## config.mk

```make
export PLATFORM = sky130hd
export DESIGN_NAME = ahb_s2m_s2
export DESIGN_NICKNAME = d
export VERILOG_FILES = /design/src/rtl/ahb_s2m_s2.sv
export SDC_FILE = /design/constraint.sdc
export NUM_CORES = 1
export LEC_CHECK = 0
export CELL_PAD_IN_SITES_DETAIL_PLACEMENT = 0
export CELL_PAD_IN_SITES_GLOBAL_PLACEMENT = 2
export CORE_MARGIN = 2
export CORE_UTILIZATION = 10
export DETAILED_ROUTE_END_ITERATION = 10
export PLACE_DENSITY = 0.95
export SLEW_MARGIN = 20
export SYNTH_ARGS = -nofsm -noshare
export SYNTH_HDL_FRONTEND = slang
export SYNTH_SLANG_ARGS = --single-unit
```

## constraint.sdc

```tcl
create_clock -name HCLK -period 1.4 [get_ports HCLK]
set_input_delay 0.35 -clock HCLK [delete_from_list [all_inputs] [get_ports HCLK]]
set_output_delay 0.35 -clock HCLK [all_outputs]
set_load 0.05 [all_outputs]
```

## src/rtl/ahb_s2m_s2.sv

```systemverilog
// ahb_s2m_s2: AHB-Lite 2-slave response mux with built-in default slave (two-cycle ERROR).
// Optional saturating default-slave error counter under AHB_S2M_ERRCNT_EN.
module ahb_s2m_s2 #(
  parameter int P_DW    = 32,
  parameter int P_CNT_W = 8
) (
  input  logic               HCLK,
  input  logic               HRESETn,
  input  logic               HSELd,
  input  logic               HSEL0,
  input  logic               HSEL1,
  input  logic [1:0]         HTRANS,
  input  logic               HREADYOUT0,
  input  logic               HRESP0,
  input  logic [P_DW-1:0]    HRDATA0,
  input  logic               HREADYOUT1,
  input  logic               HRESP1,
  input  logic [P_DW-1:0]    HRDATA1,
  output logic               HREADY,
  output logic               HRESP,
  output logic [P_DW-1:0]    HRDATA,
  output logic [P_CNT_W-1:0] ERR_CNT
);
  typedef enum logic [1:0] {DS_IDLE, DS_ERR1, DS_ERR2} ds_t;
  ds_t ds_q, ds_d;
  logic [2:0] sel_q;
  logic ds_ready, ds_resp, acc;
  logic unused_htrans0;
  assign unused_htrans0 = HTRANS[0];
  always_comb begin
    ds_ready = ds_q != DS_ERR1;
    ds_resp  = ds_q != DS_IDLE;
    HREADY   = sel_q[0] ? HREADYOUT0 : sel_q[1] ? HREADYOUT1 : ds_ready;
    HRESP    = sel_q[0] ? HRESP0 : sel_q[1] ? HRESP1 : ds_resp;
    HRDATA   = sel_q[0] ? HRDATA0 : sel_q[1] ? HRDATA1 : '0;
    acc      = HSELd & HREADY & HTRANS[1];
    ds_d     = (ds_q == DS_ERR1) ? DS_ERR2 : acc ? DS_ERR1 : DS_IDLE;
  end
  // selection only advances when the current data phase completes
  always_ff @(posedge HCLK or negedge HRESETn)
    if (!HRESETn) begin
      sel_q <= 3'b100;
      ds_q  <= DS_IDLE;
    end else begin
      ds_q <= ds_d;
      if (HREADY) sel_q <= HSEL0 ? 3'b001 : HSEL1 ? 3'b010 : 3'b100;
    end
`ifdef AHB_S2M_ERRCNT_EN
  logic [P_CNT_W-1:0] cnt_q;
  always_ff @(posedge HCLK or negedge HRESETn)
    if (!HRESETn) cnt_q <= '0;
    else if (ds_d == DS_ERR1 && cnt_q != '1) cnt_q <= cnt_q + 1'b1;
  assign ERR_CNT = cnt_q;
`else
  assign ERR_CNT = '0;
`endif
endmodule
```

==> impl_metrics.py <==
metrics = {
    "run_status": {
        "status": "complete, but fails checks",
        "violations": "setup timing",
    },
    "clocking": {
        "clk_path_buf_depth": 2,
        "root_buffer": "clkbuf_8",
        "cts_buffers": 3,
        "cts_tree": "yes",
        "cts_max_level": 1,
        "clkTransAtPathRegs_ns": 0.03,
        "worstSkewPairLatency_ns": 0.22,
        "cts.sinks": 4,
    },
    "yosys": {
        "synthArstFlopShare": 1.00,
        "synthTopCellsByArea": "a22o_1, dfrtp_1, buf_4",
        "synth.most_common_cell": "a22o_1",
        "synth_edf_count": 0,
        "ys_ff_latch": 4,
        "synthCells": 79,
        "synthTopCellsByCount": "a22o_1, buf_4, o21ai_0",
        "syn_avg_cell_area_um2": 8.30,
        "synth_warnings": 0,
        "synth_top_area_frac": 0.414,
        "seq_area_frac_synth": 0.153,
        "synth_flop_cell": "dfrtp_1",
        "synth_cell_types": 21,
        "synth.largest_area_cell": "a22o_1",
        "synthesis.area_um2": 656,
    },
    "routing": {
        "wl_per_cell_um": 12.2,
        "drtIter0Drc": 22,
        "dr.pass1.iters": 2,
        "routed_wl_um": 3290,
        "drc_errors": 0,
        "ant_nets": 0,
        "via_per_inst": 3.90,
        "vias": 1058,
    },
    "global_routing": {
        "antenna_found_initial": 0,
        "grt_pass1_vias": 1142,
        "grt_start_max_net_pins": 27,
        "grt_pass1_wl_um": 5110,
        "grt-ovfl-total": 0,
        "track_usage": 0.0869,
    },
    "critical_path": {
        "required_ns": 1.05,
        "cp.arrival_ns": 1.34,
        "crit_type": "flop to primary output",
        "start_kind": "flop",
        "cp-end-kind": "primary output",
        "critPathMaxFanout": 21,
        "reg2reg_setup_slack_ns": 0.03,
    },
    "timing": {
        "grt_setup_unrepaired": "yes",
        "finalMaxSlewViolations": 0,
        "fmax_ghz": 0.593,
        "finalWorstSetupSlack_ns": -0.288,
        "post-route-period-util": 1.21,
        "finalSetupViolCount": 34,
        "fin_skew_ns": 0.00271,
        "finalHoldViolCount": 0,
        "post-route-min-period_ns": 1.69,
    },
    "layout": {
        "fill_cells": 613,
        "area_growth_pct": 270,
        "num-nets-final": 270,
        "post-route-util": 0.382,
        "antenna_cells": 0,
        "stdcell_count": 271,
        "final_area_um2": 2430,
        "final_layout_size_suffix_gt1_frac": 0.464,
    },
    "floorplan": {
        "fp.dieH_um": 85.0,
        "coreArea_um2": 6350,
        "io_pins": 117,
        "start_util": 0.103,
        "die_area_um2": 7220,
        "rows": 29,
        "die_x_um": 85.0,
    },
    "placed_design": {
        "place_hpwl_um": 2780,
        "dpl_cell_area_um2": 2340,
        "gp_congestion": 0.678,
        "dpl.cell_count": 266,
        "pre_cts_slack_ns": -0.369,
        "numPortBuffers": 107,
    },
    "power": {
        "power_density_nw_per_um2": 802,
        "power_leakage_nw": 1.02,
        "ir_drop_mv": 0.348,
        "p_total_w": 0.00195,
    },
    "run": {
        "maxCapViolCount": 0,
    },
    "worst_hold_path": {
        "hold_class": "input port to async pin",
    },
}
final cells by class:
type,count,area [um2],area share
Clock buffer,4,45.0,0.0185
Inverter,3,11.3,0.00464
Multi-Input combinational cell,63,639,0.263
Sequential cell,4,101,0.0417
Tap cell,77,96.3,0.0397
Timing Repair Buffer,120,1540,0.632
path summary, 6_finish.rpt:
check,from,endpoint,depth (start not counted)
setup / recovery,sel_q[0]$_DFFE_PN0P_,HRDATA[24],4
min in group HCLK,HREADYOUT1,sel_q[1]$_DFFE_PN0P_,3
max in group asynchronous,HRESETn,sel_q[0]$_DFFE_PN0P_,1
hold reg to reg,ds_q[0]$_DFF_PN0_,ds_q[1]$_DFF_PN0_,3
hold / removal,HRESETn,sel_q[1]$_DFFE_PN0P_,1
setup reg to reg,sel_q[0]$_DFFE_PN0P_,sel_q[1]$_DFFE_PN0P_,4
cells in the final DEF (no fill, tap or decap), drive strengths merged:
cell            n
nand2           4
a211oi          1
nand2b          3
o31ai           1
conb            8
nor2b           3
nand3           1
clkdlybuf4s50  71
clkbuf          4
a22o           31
nor3b           1
or3b            1
buf            47
nor3            1
a21oi           2
dfrtp           4
inv             3
dlygate4sd2     2
mux2i           1
o21ai           5
worst max-delay path: stages (launching register included):
cell	delay, ns
dfrtp_2	0.42
nor2b_4	0.19
buf_12	0.19
a22o_2	0.18
buf_12	0.13
per-stage QoR:
step           hold slack [ns]  setup TNS, ns
3_3_place_gp             0.561          -4.64
6_report                 0.332          -8.75
5_1_grt                  0.347         -10.46
2_1_floorplan           0.0544          -1.24
3_5_place_dp             0.566          -4.94
4_1_cts                  0.331          -9.31
per-layer routing:
layer	wire length [um]	part of all wire	up-vias	GRT usage
li1	-	-	519	-
met1	1230	0.37	465	0.0954
met2	1700	0.52	72	0.160
met3	353	0.11	2	0.0233
met4	16	0.0049	0	0.0303
met5	0	0	-	0
cell families (layout without fill, tap and decap cells):
kind of cell / after synthesis / count (layout) / share of synthesized area
AND/OR/NAND/NOR: 14 / 14 / 0.132
other: 1 / 8 / 0.00572
buffers and inverters: 19 / 127 / 0.204
AO/OA/AOI/OAI: 40 / 40 / 0.490
multiplexers: 1 / 1 / 0.0153
flip-flops: 4 / 4 / 0.153
registers in the layout (all words and copies together), names as in the netlist:
name   flops
ds_q       2
sel_q      2
report_power, final:
group          total (W)  internal (W)  switching [W]
clock network   0.000260      0.000195      0.0000650
logic            0.00155      0.000818       0.000732
registers       0.000138      0.000127      0.0000107
total            0.00195       0.00114       0.000807
timing repair:
item	4_1_cts	5_1_grt
pin swaps	1	0
gates resized for setup	10	0
buffers inserted	0	1
endpoints found under the setup margin	34	35
cloned	0	0
hold buffers	0	0
(Power assumes the default switching activity.)
==> edit 1 (same settings) <==
The parameter `P_CNT_W` goes from 8 to 6.
--- a/src/rtl/ahb_s2m_s2.sv
+++ b/src/rtl/ahb_s2m_s2.sv
@@ -2,7 +2,7 @@
 // Optional saturating default-slave error counter under AHB_S2M_ERRCNT_EN.
 module ahb_s2m_s2 #(
   parameter int P_DW    = 32,
-  parameter int P_CNT_W = 8
+  parameter int P_CNT_W = 6
 ) (
   input  logic               HCLK,
   input  logic               HRESETn,
Interface: changed (resized ERR_CNT); port bits go from 117 to 115. The function was not compared with the original's and may differ.
==> edit 1 against the original RTL <==
- the run still ends with setup timing left
- routed wire length increased by 8.6%
- sequential cell count unchanged
- worst setup slack got worse by 26 ps
- combinational power increased by 5%
- final area increased by 4.4%
- power increased by 4.4%
- count of clock-buffer cells in the layout unchanged
- cell count increased by 0.37%
- synthesized area decreased by 2.3%
- largest cell class unchanged
- largest power group unchanged
==> edit 1: results (changes against the original RTL) <==
| Metric | Value |
|---|---|
| Vias in the first global route | `1,198 (+4.9%)` |
| Worst Clk Skew | `5.61 ps (+2.90 ps)` |
| DP Worst Slack | `-352 ps (+17.2 ps)` |
| Post-synthesis sequential area ratio | `0.156 (+0.00358)` |
| Vias | `1,110 (+4.9%)` |
| Outcome | `finished with violations` |
| Setup Viol. Count Final | `34 (unchanged)` |
| Synth top area cells | `a22o_1, dfrtp_1, buf_4` |
| Largest net degree at the start of global routing | `23 (-15%)` |
| PnR worst setup slack | `-313 ps (-25.5 ps)` |
| Number of DRC markers in iteration 0 | `21 (-4.5%)` |
| Largest fanout on the critical path | `22 (+4.8%)` |
| Hpwl dp | `2840 um (+2.3%)` |
| Final Wtd Congestion | `0.705 (+3.9%)` |
| Number of filler cells placed in the layout | `589 (-3.9%)` |
| Nets | `271 (+0.37%)` |
| Most frequent cells after synthesis | `a22o_1, buf_4, o21ai_0` |
| First-pass GRT wire length | `5780 um (+13%)` |
| First-pass DRT Iterations | `2 (unchanged)` |
| Worst Path Arrival | `1360 ps (+20 ps)` |
| Worst VDD drop | `0.330 mV (-5.1%)` |
| Number of inserted diodes | `0 (unchanged)` |
| Static leakage | `1.06 nW (+4.0%)` |
| WL per Instance | `13.1 um (+8.2%)` |
| Ratio of cells with drive above 1 in the final layout | `0.482 (+0.0181)` |
| GRT Util Overall | `0.0984 (+0.0115)` |
| Failing checks | `setup timing` |
[edit 1: cell count changes after synthesis, sizes merged]
cell  unedited run  this run
buf             14        12
[edit 1: path summary, 6_finish.rpt]
| kind | start | endpoint | slack [ps] | cells after the start |
|---|---|---|---|---|
| max in group asynchronous | HRESETn | sel_q[0] | 880 | 1 |
| worst min-delay path | HRESETn | sel_q[1] | 340 | 1 |
| min in group HCLK | HSELd | ds_q[0] | 680 | 3 |
| worst max-delay path | sel_q[0] | HRDATA[9] | -310 | 4 |
| worst min register to register | ds_q[0] | ds_q[1] | 700 | 3 |
| worst max register to register | sel_q[0] | sel_q[1] | 10 | 4 |
[edit 1: timing repair]
item,4_1_cts,5_1_grt
setup endpoints to repair,34,35
hold endpoints to repair,0,0
buffers inserted,3,0
cloned,3,0
pin swaps,2,1
gates resized for setup,17,1
[edit 1: critical path, stage by stage (launching register included)]
cell,delay [ps]
dfrtp_2,440
nor2b_4,180
buf_12,190
a22o_2,180
buf_12,140
[edit 1: layer usage]
| layer | global-route usage | up-vias | part of all wire |
|---|---|---|---|
| li1 | - | 527 | - |
| met4 | 0.0176 | 0 | 0 |
| met1 | 0.117 | 516 | 0.37 |
| met3 | 0.0208 | 0 | 0.092 |
| met2 | 0.182 | 67 | 0.54 |
| met5 | 0 | - | 0 |
[edit 1: logic make-up after synthesis]
| family | Yosys count | synth area share |
|---|---|---|
| simple gates | 14 | 0.135 |
| buf+inv | 17 | 0.186 |
| other cells | 1 | 0.00585 |
| compound gates | 40 | 0.502 |
| flops | 4 | 0.156 |
| mux | 1 | 0.0156 |
[edit 1: through the flow]
| stage | area, sq um | power, mW | cells | setup TNS, ps |
|---|---|---|---|---|
| 3_5_place_dp | 2340 | 1.67 | 263 | -4990 |
| 4_1_cts | 2540 | 2.06 | 273 | -9700 |
| 3_3_place_gp | 2340 | 1.66 | 263 | -4670 |
| 5_1_grt | 2540 | 2.12 | 272 | -11130 |
| 6_report | 2540 | 2.03 | 272 | -9550 |
| 2_1_floorplan | 823 | 0.887 | 82 | -1240 |
[edit 1: area by class of cell]
type | instances | area (sq um) | share of cell area
inverters | 3 | 11.3 | 0.00444
repair buffers | 123 | 1640 | 0.646
clock buffers | 4 | 45.0 | 0.0178
well taps | 77 | 96.3 | 0.0380
flip-flops and latches | 4 | 101 | 0.0400
multi-input cells | 61 | 644 | 0.254
[edit 1: report_power, final]
| part | internal (mW) | switching [mW] |
|---|---|---|
| clock | 0.195 | 0.0677 |
| sequential | 0.127 | 0.0136 |
| combinational | 0.884 | 0.746 |
| total | 1.21 | 0.828 |
==> edit 2 (config.mk and constraints unchanged) <==
Without the edit above. Encoding of `ds_t`: now one-hot (3 bits for 3 values).
--- a/src/rtl/ahb_s2m_s2.sv
+++ b/src/rtl/ahb_s2m_s2.sv
@@ -21,7 +21,7 @@
   output logic [P_DW-1:0]    HRDATA,
   output logic [P_CNT_W-1:0] ERR_CNT
 );
-  typedef enum logic [1:0] {DS_IDLE, DS_ERR1, DS_ERR2} ds_t;
+  typedef enum logic [2:0] {DS_IDLE = 3'b001, DS_ERR1 = 3'b010, DS_ERR2 = 3'b100} ds_t;
   ds_t ds_q, ds_d;
   logic [2:0] sel_q;
   logic ds_ready, ds_resp, acc;
Behaviour: no difference found for any inputs over 10 cycles, from zero or initial values and one cycle with HRESETn low; not proved beyond that.
==> edit 2 against the original RTL <==
- the run still ends with setup timing left
- critical endpoint is now HRDATA[6]
- synthesized area up 8.4%
- first-iteration DRC count is 41% higher
- power is 6.5% lower
- final area rose by 14%
- sequential cell count grew 1
- worst setup slack lost 88 ps
- combinational power down 10%
- routed wire length up 23%
==> edit 2: results (changes against the original RTL) <==
| Metric | Value |
|---|---|
| Multi-input gate area | `806 sq um (+26%)` |
| Placed Area | `2540 sq um (+8.6%)` |
| Crit path to | `HRDATA[6]` |
| Failing checks | `setup timing` |
| PnR worst setup slack | `-376 ps (-88.1 ps)` |
| Mux share of post-synthesis cell area | `0 (-0.0153)` |
| Largest net degree at the start of global routing | `31 (+15%)` |
| Number of DRC markers in iteration 0 | `31 (+41%)` |
| Average instance area after synthesis | `8.36 sq um (+0.75%)` |
| Hpwl dp | `3140 um (+13%)` |
| Bufs w/o clock | `125 (+4.2%)` |
| Cells after DPL | `289 (+8.6%)` |
| Worst-case reg-to-reg path depth | `5 (+1)` |
| Final Wtd Congestion | `0.655 (-3.5%)` |
| Ratio of cells with drive above 1 in the final layout | `0.490 (+0.0263)` |
| First-pass DRT Iterations | `4 (+2)` |
| Vias/cell | `3.80 (-2.6%)` |
| Post-synthesis compound-gate area fraction | `0.454 (-0.0362)` |
| Setup Viol. Count Final | `34 (unchanged)` |
| Comb_multi_in | `67 (+6.3%)` |
| Register area | `129 sq um (+27%)` |
| Power Internal | `1.11 mW (-3.0%)` |
| Worst r2r src | `sel_q[1]` |
| R2R setup slack | `190 ps (+160 ps)` |
| Clock group power | `268 uW (+3%)` |
| Vias | `1,141 (+7.8%)` |
| Synth top area cells | `a22o_1, dfrtp_1, buf_4` |
| Setup TNS Final | `-11,590 ps (-2840 ps)` |
| DP Worst Slack | `-317 ps (+51.9 ps)` |
| Worst VDD drop | `0.219 mV (-37%)` |
| Nets | `280 (+3.7%)` |
| Largest registers | `ds_q: 3 flops, sel_q: 2 flops` |
| Multi-input combinational area share | `0.290 (+0.0268)` |
| First-pass GRT wire length | `6080 um (+19%)` |
| Largest fanout on the critical path | `6 (-71%)` |
| Clock-cell share | `0.0162 (-0.00233)` |
| Worst Clk Skew | `0.208 ps (-2.50 ps)` |
| Library cell used as clock root buffer | `clkbuf_8` |
| Netlist cell types | `24 (+14%)` |
| Final hold slack | `356 ps (+24.3 ps)` |
| Die area | `7800 sq um (+8.0%)` |
| Outcome | `finished with violations` |
| Num sequential | `5 (+1)` |
| Clk pwr share | `0.147 (+0.014)` |
| Most frequent cells after synthesis | `a22o_1, buf_4, nand2_1` |
| Worst Path Arrival | `1430 ps (+90 ps)` |
| Seq pwr share | `0.090 (+0.019)` |
==> edit 2: timing repair <==
item,4_1_cts,5_1_grt
pin swaps,5,6
setup endpoints to repair,34,34
hold buffers,0,0
gates resized for setup,12,6
buffers inserted,7,0
gates cloned,3,0
==> edit 2: kinds of logic after synthesis <==
kind of cell    Yosys count
other cells               1
compound gates           39
flops                     5
simple gates             20
buf+inv                  20
==> edit 2: worst max-delay path, cell delays in order (launching register included) <==
cell	delay (ps)
dfrtp_2	410
nor2b_4	150
buf_6	140
buf_12	130
a22o_4	220
buf_12	140
==> edit 2: routing by layer <==
| layer | vias to the layer above | GRT usage | part of all wire |
|---|---|---|---|
| met2 | 54 | 0.188 | 0.58 |
| li1 | 547 | - | - |
| met4 | 0 | 0.0207 | 0 |
| met1 | 540 | 0.110 | 0.34 |
| met5 | - | 0 | 0 |
| met3 | 0 | 0.0252 | 0.080 |
